--- config.mk ---
export PLATFORM = sky130hd
export DESIGN_NAME = dmem_req_ctrl_flat
export DESIGN_NICKNAME = d
export VERILOG_FILES = /design/src/rtl/dmem_req_ctrl_if.sv /design/src/rtl/dmem_req_ctrl.sv /design/src/flat_wrapper.sv
export SDC_FILE = /design/constraint.sdc
export NUM_CORES = 1
export LEC_CHECK = 0
export CAP_MARGIN = 20
export CORE_MARGIN = 2
export CORE_UTILIZATION = 35
export DETAILED_ROUTE_END_ITERATION = 8
export PLACE_DENSITY = 0.76
export SYNTH_ARGS = -nofsm -noshare
export SYNTH_HDL_FRONTEND = slang
export SYNTH_SLANG_ARGS = --single-unit
--- constraint.sdc ---
create_clock -name clk -period 1.7 [get_ports clk]
set_clock_uncertainty 0.15 [all_clocks]
set_input_delay 0.255 -clock clk [delete_from_list [all_inputs] [get_ports clk]]
set_output_delay 0.255 -clock clk [all_outputs]
set_load 0.01 [all_outputs]
--- src/rtl/dmem_req_ctrl_if.sv ---
// SRAM-like data bus between the memory-stage request controller and the data memory.
// The controller is the master side; the memory or interconnect is the slave side.
interface dmem_req_ctrl_if;
  logic        data_req;
  logic        data_wr;
  logic [1:0]  data_size;
  logic [31:0] data_addr;
  logic [31:0] data_wdata;
  logic        data_addr_ok;
  logic        data_data_ok;
  logic [31:0] data_rdata;

  modport master (
    output data_req, data_wr, data_size, data_addr, data_wdata,
    input  data_addr_ok, data_data_ok, data_rdata
  );

  modport slave (
    input  data_req, data_wr, data_size, data_addr, data_wdata,
    output data_addr_ok, data_data_ok, data_rdata
  );
endinterface

--- src/rtl/dmem_req_ctrl.sv ---
// Memory-stage data request controller: one outstanding SRAM-like access at a time.
// Optional macro DMEM_RDATA_BYPASS_EN forwards data_rdata and releases busy in the completion cycle.
module dmem_req_ctrl (
  input  logic                   clk,
  input  logic                   resetn,
  input  logic                   m_req,
  input  logic                   m_wr,
  input  logic [1:0]             m_size,
  input  logic [31:0]            m_addr,
  input  logic [31:0]            m_wdata,
  input  logic                   m_cancel,
  input  logic                   m_stall,
  output logic [31:0]            m_rdata,
  output logic                   busy,
  dmem_req_ctrl_if.master        bus
);

  typedef enum logic [1:0] {
    IDLE = 2'd0,
    REQ  = 2'd1,
    WAIT = 2'd2,
    DONE = 2'd3
  } state_t;

  state_t      state_r;
  state_t      state_s;
  state_t      done_next_s;
  logic        busy_done_s;
  logic        accept_s;
  logic        complete_s;
  logic        wr_r;
  logic [1:0]  size_r;
  logic [31:0] addr_r;
  logic [31:0] wdata_r;
  logic [31:0] rdata_q;

`ifdef DMEM_RDATA_BYPASS_EN
  assign done_next_s = m_stall ? DONE : IDLE;
  assign busy_done_s = 1'b0;
`else
  assign done_next_s = DONE;
  assign busy_done_s = 1'b1;
`endif

  // Bus fields come only from the captured copy so they stay stable while addr_ok is low.
  assign bus.data_req   = (state_r == REQ);
  assign bus.data_wr    = wr_r;
  assign bus.data_size  = size_r;
  assign bus.data_addr  = addr_r;
  assign bus.data_wdata = wdata_r;

  // Next-state, acceptance, completion and stall request.
  always_comb begin
    state_s    = state_r;
    accept_s   = 1'b0;
    complete_s = 1'b0;
    busy       = 1'b0;
    case (state_r)
      IDLE: begin
        if (m_req && !m_cancel) begin
          accept_s = 1'b1;
          busy     = 1'b1;
          state_s  = REQ;
        end else begin
          state_s  = IDLE;
        end
      end
      REQ: begin
        busy = 1'b1;
        if (bus.data_addr_ok) begin
          if (bus.data_data_ok) begin
            complete_s = 1'b1;
            busy       = busy_done_s;
            state_s    = done_next_s;
          end else begin
            state_s    = WAIT;
          end
        end else begin
          state_s = REQ;
        end
      end
      WAIT: begin
        busy = 1'b1;
        if (bus.data_data_ok) begin
          complete_s = 1'b1;
          busy       = busy_done_s;
          state_s    = done_next_s;
        end else begin
          state_s    = WAIT;
        end
      end
      DONE: begin
        if (!m_stall) begin
          state_s = IDLE;
        end else begin
          state_s = DONE;
        end
      end
      default: begin
        state_s = IDLE;
      end
    endcase
  end

  // Load result to the pipeline.
  always_comb begin
`ifdef DMEM_RDATA_BYPASS_EN
    if (complete_s) begin
      m_rdata = bus.data_rdata;
    end else begin
      m_rdata = rdata_q;
    end
`else
    m_rdata = rdata_q;
`endif
  end

  // State, captured request and load-result registers; reset abandons any transaction.
  always_ff @(posedge clk or negedge resetn) begin
    if (!resetn) begin
      state_r <= IDLE;
      wr_r    <= 1'b0;
      size_r  <= 2'd0;
      addr_r  <= 32'd0;
      wdata_r <= 32'd0;
      rdata_q <= 32'd0;
    end else begin
      state_r <= state_s;
      if (accept_s) begin
        wr_r    <= m_wr;
        size_r  <= m_size;
        addr_r  <= m_addr;
        wdata_r <= m_wdata;
      end
      if (complete_s && !wr_r) begin
        rdata_q <= bus.data_rdata;
      end
    end
  end

endmodule

--- src/flat_wrapper.sv ---
// flat-port wrapper written by rule: the top's interface ports become plain ports
module dmem_req_ctrl_flat 
  (clk, resetn, m_req, m_wr, m_size, m_addr, m_wdata, m_cancel, m_stall, m_rdata, busy, bus_data_req, bus_data_wr, bus_data_size, bus_data_addr, bus_data_wdata, bus_data_addr_ok, bus_data_data_ok, bus_data_rdata);
  dmem_req_ctrl_if bus_i ();
  input  logic clk;
  input  logic resetn;
  input  logic m_req;
  input  logic m_wr;
  input  logic [1:0] m_size;
  input  logic [31:0] m_addr;
  input  logic [31:0] m_wdata;
  input  logic m_cancel;
  input  logic m_stall;
  output logic [31:0] m_rdata;
  output logic busy;
  output wire logic [$bits(bus_i.data_req)-1:0] bus_data_req;
  output wire logic [$bits(bus_i.data_wr)-1:0] bus_data_wr;
  output wire logic [$bits(bus_i.data_size)-1:0] bus_data_size;
  output wire logic [$bits(bus_i.data_addr)-1:0] bus_data_addr;
  output wire logic [$bits(bus_i.data_wdata)-1:0] bus_data_wdata;
  input wire logic [$bits(bus_i.data_addr_ok)-1:0] bus_data_addr_ok;
  input wire logic [$bits(bus_i.data_data_ok)-1:0] bus_data_data_ok;
  input wire logic [$bits(bus_i.data_rdata)-1:0] bus_data_rdata;
  assign bus_data_req = bus_i.data_req;
  assign bus_data_wr = bus_i.data_wr;
  assign bus_data_size = bus_i.data_size;
  assign bus_data_addr = bus_i.data_addr;
  assign bus_data_wdata = bus_i.data_wdata;
  assign bus_i.data_addr_ok = bus_data_addr_ok;
  assign bus_i.data_data_ok = bus_data_data_ok;
  assign bus_i.data_rdata = bus_data_rdata;
  dmem_req_ctrl u_core (.clk(clk), .resetn(resetn), .m_req(m_req), .m_wr(m_wr), .m_size(m_size), .m_addr(m_addr), .m_wdata(m_wdata), .m_cancel(m_cancel), .m_stall(m_stall), .m_rdata(m_rdata), .busy(busy), .bus(bus_i));
endmodule
* Word level (Yosys, flattened, before mapping)
Cells that the tools add are included.
** Word-level totals
- Bits in registers :: 101
- Latch bits :: 0
- RAM bits :: 0
- ROM bits :: 0
- Input bits :: 106
- Output and inout port bits :: 101
- Logic and storage cells :: 26
- Memories :: 0
** Cells by class
- $add $sub $neg :: 0
- $mul :: 0
- Divide/modulo/power cells :: 0
- $lt $le $gt $ge :: 0
- Equal/unequal tests :: 3
- Shifts and indexed selects :: 0
- Mux-type cells :: 11
- Bitwise gates (word level) :: 0
- Reductions and logical operators :: 6
** Operators with widths (count)
- 2-bit one-hot mux with 4 select lines :: 1
- 1-bit two-way mux :: 6
- 2-bit == test, second input constant :: 2
- 2-bit two-way mux :: 2
- 1-bit one-hot mux with 2 select lines :: 2
- 2-bit by 1-bit == test with 1-bit output, second input constant :: 1
- 1-bit logical AND :: 2
- 1-bit logical NOT :: 2
- 2-bit logical NOT :: 1
- 2-bit OR reduction :: 1

* Depth between registers and ports, before layout
Gate-level depths: netlist (run 1).
- Word-level depth :: 4
- Gate-level depth with buffers :: 6
- Gate-level depth less buffers :: 5

* Worst setup path after synthesis (run 1)
No wires, ideal clock.
- Path kind :: register to register
- Start point :: register u_core.state_r[1]
- End point :: register u_core.rdata_q[19], in the netlist u_core.m_rdata[19]
- Setup time :: 0.125 ns
- Arrival time :: 1.580 ns
- Data required time :: 1.425 ns
- Slack :: -0.155 ns
- Cell stages (with the launch flop) :: 7
- Path buffers :: 1
- Period minus slack after synthesis :: 1.855 ns
- Path through :: dfrtp_1 -> inv_1 -> ha_1 -> a21oi_2 -> nor3_4 -> buf_6 -> mux2_2
** Between the ends
- Longest elaborated chain between the ends :: 3
- Elaborated cells on any way between the ends :: 4
- Classes of those cells :: eq/ne (2); mux (1); reduce/logical (1)
** RTL lines
- start, declared :: RTL line dmem_req_ctrl.sv:25 : state_t state_r;
- start signal, assigned :: RTL line dmem_req_ctrl.sv:128 : state_r <= state_s;
- 2-bit by 1-bit == test with 1-bit output
- net bus_data_req :: RTL line flat_wrapper.sv:16 : output wire logic [$bits(bus_i.data_req)-1:0] bus_data_req;
- 1-bit one-hot mux with 2 select lines :: RTL line dmem_req_ctrl.sv:58 : case (state_r)
- 1-bit logical AND :: RTL line dmem_req_ctrl.sv:135 : if (complete_s && !wr_r) begin
- end signal, assigned :: RTL line dmem_req_ctrl.sv:136 : rdata_q <= bus.data_rdata;
- end, declared :: RTL line dmem_req_ctrl.sv:35 : logic [31:0] rdata_q;
The timed path passes the listed nets, and every way through them passes these cells.
A chain may end at the register's enable or synchronous reset.

* Final worst setup path (run 1)
- Start point :: register u_core.state_r[0]
- End point :: output busy
** Between the ends
- Longest elaborated chain between the ends :: 3
- Elaborated cells on any way between the ends :: 5
- Classes of those cells :: eq/ne (2); mux (1); reduce/logical (2)
** RTL lines
- 2-bit by 1-bit == test with 1-bit output or 2-bit == test (tied branches) :: RTL line dmem_req_ctrl.sv:58
- 2-bit OR reduction (no line)
- 1-bit one-hot mux with 2 select lines * :: RTL line dmem_req_ctrl.sv:58
- end, declared :: RTL line flat_wrapper.sv:15 : output logic busy;
Mark *: on every way between the ends. The rest lies on a longest branch, timed or not.

==> results of run 1 <==
[worst paths after layout]
path,endpoint,cells past startpoint
max,busy,5
max reg2reg,u_core.m_rdata[22],7
max in group asynchronous,u_core.bus.data_addr[29],3
min,u_core.m_rdata[19],2
min in group clk,u_core.state_r[1],3
min reg2reg,u_core.bus.data_addr[12],1
[cell usage after synthesis]
| cell | n |
|---|---|
| buf_6 | 3 |
| mux2_1 | 2 |
| nor3_4 | 1 |
| nand2_1 | 3 |
| nand3b_1 | 1 |
| inv_1 | 4 |
| buf_2 | 7 |
| a21oi_1 | 4 |
| a2bb2oi_1 | 1 |
| mux2_2 | 97 |
| dfrtp_1 | 101 |
| ha_1 | 5 |
| a21oi_2 | 1 |
[sequential cells by signal, indices dropped and copies added (netlist names)]
signal and cells:
u_core.bus.data_addr 32, u_core.bus.data_size 2, u_core.bus.data_wdata 32, u_core.bus.data_wr 1, u_core.m_rdata 32, u_core.state_r 2
[critical path: stages, from the launching register on]
cell      delay (ps)
dfrtp_1          410
inv_2            110
ha_4             150
nand3b_1         120
a21oi_2          150
buf_2            140
[where the power goes]
part	total [W]	internal (W)	switching, W
Combinational	0.00154	0.000988	0.000550
Sequential	0.00288	0.00272	0.000156
Clock	0.00139	0.000615	0.000776
Total	0.00581	0.00432	0.00148
[per-stage QoR]
| step | hold WS, ps | std cells |
|---|---|---|
| floorplan | -190.6 | 230 |
| global placement | -41.65 | 577 |
| detailed placement | -38.29 | 577 |
| CTS | 110.6 | 599 |
| global route | 126.7 | 603 |
| finish | 132.9 | 603 |
[logic make-up after synthesis]
logic type | share of synthesized area [%]
compound gates | 0.9722
simple gates | 0.9075
buf+inv | 2.171
fa+ha+maj | 1.620
mux | 28.87
flops | 65.46
[area by class of cell]
class | instances | area, µm² | share of cell area [%]
Clock buffer | 15 | 166.4 | 2.439
Clock inverter | 1 | 5.005 | 0.07335
Inverter | 4 | 15.01 | 0.2201
Sequential cell | 101 | 2527 | 37.04
Tap cell | 140 | 175.2 | 2.567
Timing Repair Buffer | 227 | 2507 | 36.75
Multi-Input combinational cell | 115 | 1426 | 20.91
[what timing repair did]
action	4_1_cts	5_1_grt
gates cloned	2	3
gates resized for setup	32	104
hold endpoints to repair	101	0
endpoints found under the setup margin	108	164
pin swaps	4	0
buffers inserted	3	2
hold buffers	1	0
[metal layers]
layer | share of wire, % | vias to the layer above | wire [µm]
li1 | - | 1252 | -
met1 | 37 | 1412 | 3886
met2 | 53 | 118 | 5585
met3 | 8.0 | 17 | 840
met4 | 2.0 | 0 | 209
met5 | 0 | - | 0
==> summary.txt, run 1 <==
Cell Pwr Density = 850.9 nW/µm²
Grt ovf = 0
Die area = 11890 µm²
Setup CP Type = flip-flop to primary output
CTS tree = yes
Clock root buffer = clkbuf_8
Outcome = complete, but fails checks
Setup TNS = -7518 ps
I/O pins = 207
Reg clk slew, reported paths = 90 ps
Synthesized cell area = 3861 µm²
Commonest non-fill, non-tap cell in the layout = clkdlybuf4s50_1
I/O Buffers = 206
Drt total wl = 10520 µm
CTS sink cnt = 101
Top cell type's share of synthesized area = 65.46%
Grt peak-use layer = met2
Synth unique cells = 13
DRT Pass-1 Iters = 4
Post-DP HPWL = 7140 µm
Final ANT Viol Nets = 0
WL/cell = 17.45 µm
Die W = 109.0 µm
Fin crit share = 108.2%
Worst Setup Start Kind = flip-flop
Inserted Clock Buffers = 9
Final total power = 0.005806 W
Failing checks = negative setup slack
Initial antenna violation count = 0
Final setup violation count = 101
Synth Instances = 230
Nets@finish = 569
H-tree levels = 3
Reg2Reg Setup Slack = -130 ps
GRT Util Overall = 16.64%
Least-Margin Pin Slew = 282.2 ps
Critical path arrival = 1430 ps
Routed via count = 2799
Critical Path Start = u_core.state_r[0]
Final Instance Area = 6823 µm²
Worst skew pair latency = 360 ps
Pleak = 3.731 nW
VDD IR max = 0.5147 mV
Vias in the first global route = 2996
Number of fillers in the final layout = 814
Placed cell areas = 6190 µm²
Post-synthesis register bit count = 101
Final WS setup = -139.4 ps
FP Rows = 38
Post-Place Setup Slack = -244.3 ps
Max_slew headroom = 81.19%
YS warnings = 0
Routability Congestion = 0.7149
CP endpoint kind = primary output
Core footprint = 10790 µm²
Clock buffer depth = 2
Largest net degree at the start of global routing = 51
Post-Syn Nets = 341
GR Layer Usage met2 = 28.48%
CP Max Fanout = 3
Grt met1 use = 19.17%
Fmax = 0.5437 GHz
Initial DRC count = 57
Commonest non-fill, non-tap cells in the layout = clkdlybuf4s50_1 (122), dfrtp_1 (101), mux2_2 (67)
Met3 Track Usage GR = 4.901%
Hold Path Class = input port to async pin
Max-slew violations = 0
RSZ-0062 raised after global routing = true
Drt drc = 0
Area contributors post-synth = dfrtp_1 (65%), mux2_2 (28%), ha_1 (1.6%), buf_2 (0.91%), buf_6 (0.87%)
# diodes = 0
Worst R2R Start = u_core.state_r[0]
Post-Syn Area per Cell = 16.79 µm²
Max-Cap Viols = 0
Initial Util = 35.78%
First-pass GRT wire length = 15110 µm
Share of cells above drive strength 1 = 31.10%
Final core utilization = 63.22%
Worst path required time = 1290 ps
Vias per std cell = 4.642
Sequential-to-total area share from yosys stat = 65.46%
Yosys top cell by area = dfrtp_1
Final Hold Fails = 0
DIE HEIGHT = 109.0 µm
Period minus WS final = 1839 ps
Layout Area Growth over Synthesis = 76.70%
No activity file was read; power rests on OpenSTA's default activity.
==> inputs of run 2 (changes only) <==
- CORE_MARGIN: 2 -> unset
==> summary.txt, run 2 (synthesis results as in run 1) <==
DRT Pass-1 Iters = 4 (unchanged)
Core footprint = 10510 µm² (-2.6%)
Grt ovf = 0 (unchanged)
Vias per std cell = 4.691 (+1.1%)
Worst r2r path cells = 7 (unchanged)
Drt drc = 0 (unchanged)
Post-DP HPWL = 6677 µm (-6.5%)
DIE HEIGHT = 107.0 µm (-1.8%)
Cell Pwr Density = 886.2 nW/µm² (+4.1%)
VDD IR max = 0.5015 mV (-2.6%)
Final ANT Viol Nets = 0 (unchanged)
Least-Margin Pin Slew = 561.9 ps (+279.7 ps)
Period minus WS final = 1829 ps (-9.862 ps)
Worst R2R Start = u_core.state_r[0]
Max-slew violations = 0 (unchanged)
Final Hold Fails = 0 (unchanged)
Routability Congestion = 0.7453 (+4.3%)
Outcome = complete, but fails checks
Fmax = 0.5466 GHz (+0.54%)
Worst Setup Start Kind = flip-flop
Max-Cap Viols = 0 (unchanged)
I/O Buffers = 206 (unchanged)
Worst skew pair latency = 340 ps (-20 ps)
Final WS setup = -129.5 ps (+9.862 ps)
R2R Path End = u_core.m_rdata[16]
Initial DRC count = 55 (-3.5%)
Initial Util = 36.74% (+0.97 points)
Drt total wl = 9868 µm (-6.2%)
WL/cell = 16.58 µm (-5.0%)
Clock root buffer = clkbuf_8
Final total power = 0.005911 W (+1.8%)
Max_slew headroom = 62.54% (-19 points)
H-tree levels = 3 (unchanged)
Commonest non-fill, non-tap cell in the layout = clkdlybuf4s50_1
Vias in the first global route = 2977 (-0.63%)
Inserted Clock Buffers = 9 (unchanged)
Pleak = 3.729 nW (about the same)
Post-Place Setup Slack = -274.7 ps (-30.36 ps)
Final std cells w/o fill = 595 (-1.3%)
Setup CP Type = flip-flop to flip-flop
I/O pins = 207 (unchanged)
FP Rows = 37 (-2.6%)
Placed cell areas = 6172 µm² (-0.28%)
CTS tree = yes
Largest net degree at the start of global routing = 102 (+100%)
Reg clk slew, reported paths = 100 ps (about the same)
Die area = 11460 µm² (-3.6%)
Dpl cells = 573 (-0.69%)
Worst path required time = 1780 ps (+490 ps)
# diodes = 0 (unchanged)
Commonest non-fill, non-tap cells in the layout = clkdlybuf4s50_1 (128), dfrtp_1 (101), mux2_2 (97)
CTS sink cnt = 101 (unchanged)
CP Max Fanout = 16 (+13)
Setup TNS = -9032 ps (-1513 ps)
Critical path arrival = 1910 ps (+480 ps)
Nets@finish = 565 (-0.70%)
Share of cells above drive strength 1 = 30.28% (-0.82 points)
Initial antenna violation count = 0 (unchanged)
Failing checks = negative setup slack
Reg2Reg Setup Slack = -130 ps (about the same)
Hold Path Class = input port to async pin
First-pass GRT wire length = 14890 µm (-1.5%)
GRT Util Overall = 16.67% (+0.030 points)
CP endpoint kind = flip-flop
Fin crit share = 107.6% (-0.58 points)
Final Instance Area = 6670 µm² (-2.2%)
Clock buffer depth = 2 (unchanged)
Final setup violation count = 101 (unchanged)
Routed via count = 2791 (-0.29%)
Layout Area Growth over Synthesis = 72.75%
RSZ-0062 raised after global routing = true
Die W = 107.0 µm (-1.8%)
-- run 2: cell types whose count changed in the layout (fill, tap and decap cells not counted), sizes merged --
cell / change
clkinvlp: +1
clkdlybuf4s50: +6
clkbuf: -6
dlygate4sd2: -13
inv: +1
dlymetal6s2s: +7
buf: -2
clkinv: +1
bufinv: +1
-- run 2: routing by layer --
layer  wire, µm  GRT usage [%]  up-vias
met4        195          4.697        0
met2       5068          29.31      136
met5          0              0        -
met1       3805          19.70     1385
li1           -              -     1252
met3        799          4.924       18
-- run 2: worst max-delay path by stage --
stage,to,slack [ps],depth (start not counted),from
after floorplan,u_core.m_rdata[19],-130,6,u_core.state_r[1]
after global placement,busy,-210,4,m_cancel
after detailed placement,busy,-270,4,m_cancel
after CTS,busy,-140,5,u_core.state_r[1]
after global routing,u_core.m_rdata[22],-220,7,u_core.state_r[0]
final,u_core.m_rdata[16],-130,7,u_core.state_r[0]
-- run 2: where the power goes --
part	switching (W)	leakage [nW]	internal [W]
logic	0.000542	2.38	0.000989
registers	0.000152	1.26	0.00272
clock network	0.000819	0.0939	0.000689
-- run 2: metrics by stage --
step | hold WS, ps | utilization, %
3_3_place_gp | 210.1 | 58.73
3_5_place_dp | 213.6 | 58.73
4_1_cts | 326.2 | 61.52
6_report | 327.2 | 63.47
5_1_grt | 338.9 | 63.47
2_1_floorplan | -190.6 | -
-- run 2: timing repair --
action | in CTS | in global routing
endpoints found under the setup margin | 98 | 174
hold endpoints to repair | 101 | 0
buffers inserted | 2 | 0
cloned | 2 | 1
hold buffers | 1 | 0
resized for setup | 20 | 72
pin swaps | 3 | 0
-- run 2: area by class of cell --
cell class                      count  area, µm²
Multi-Input combinational cell    115       1291
Clock buffer                       11      131.4
Tap cell                          136      170.2
Inverter                            4      15.01
Clock inverter                      5      60.06
Timing Repair Buffer              223       2475
Sequential cell                   101       2527
Fill cell                         835       3839
-- run 2: worst max-delay path: stages, from the launching register on --
cell and delay [ps]:
dfrtp_1 420, inv_2 90, ha_2 210, a21oi_4 50, nor3_4 160, buf_6 140
buf_12 150, mux2_2 340
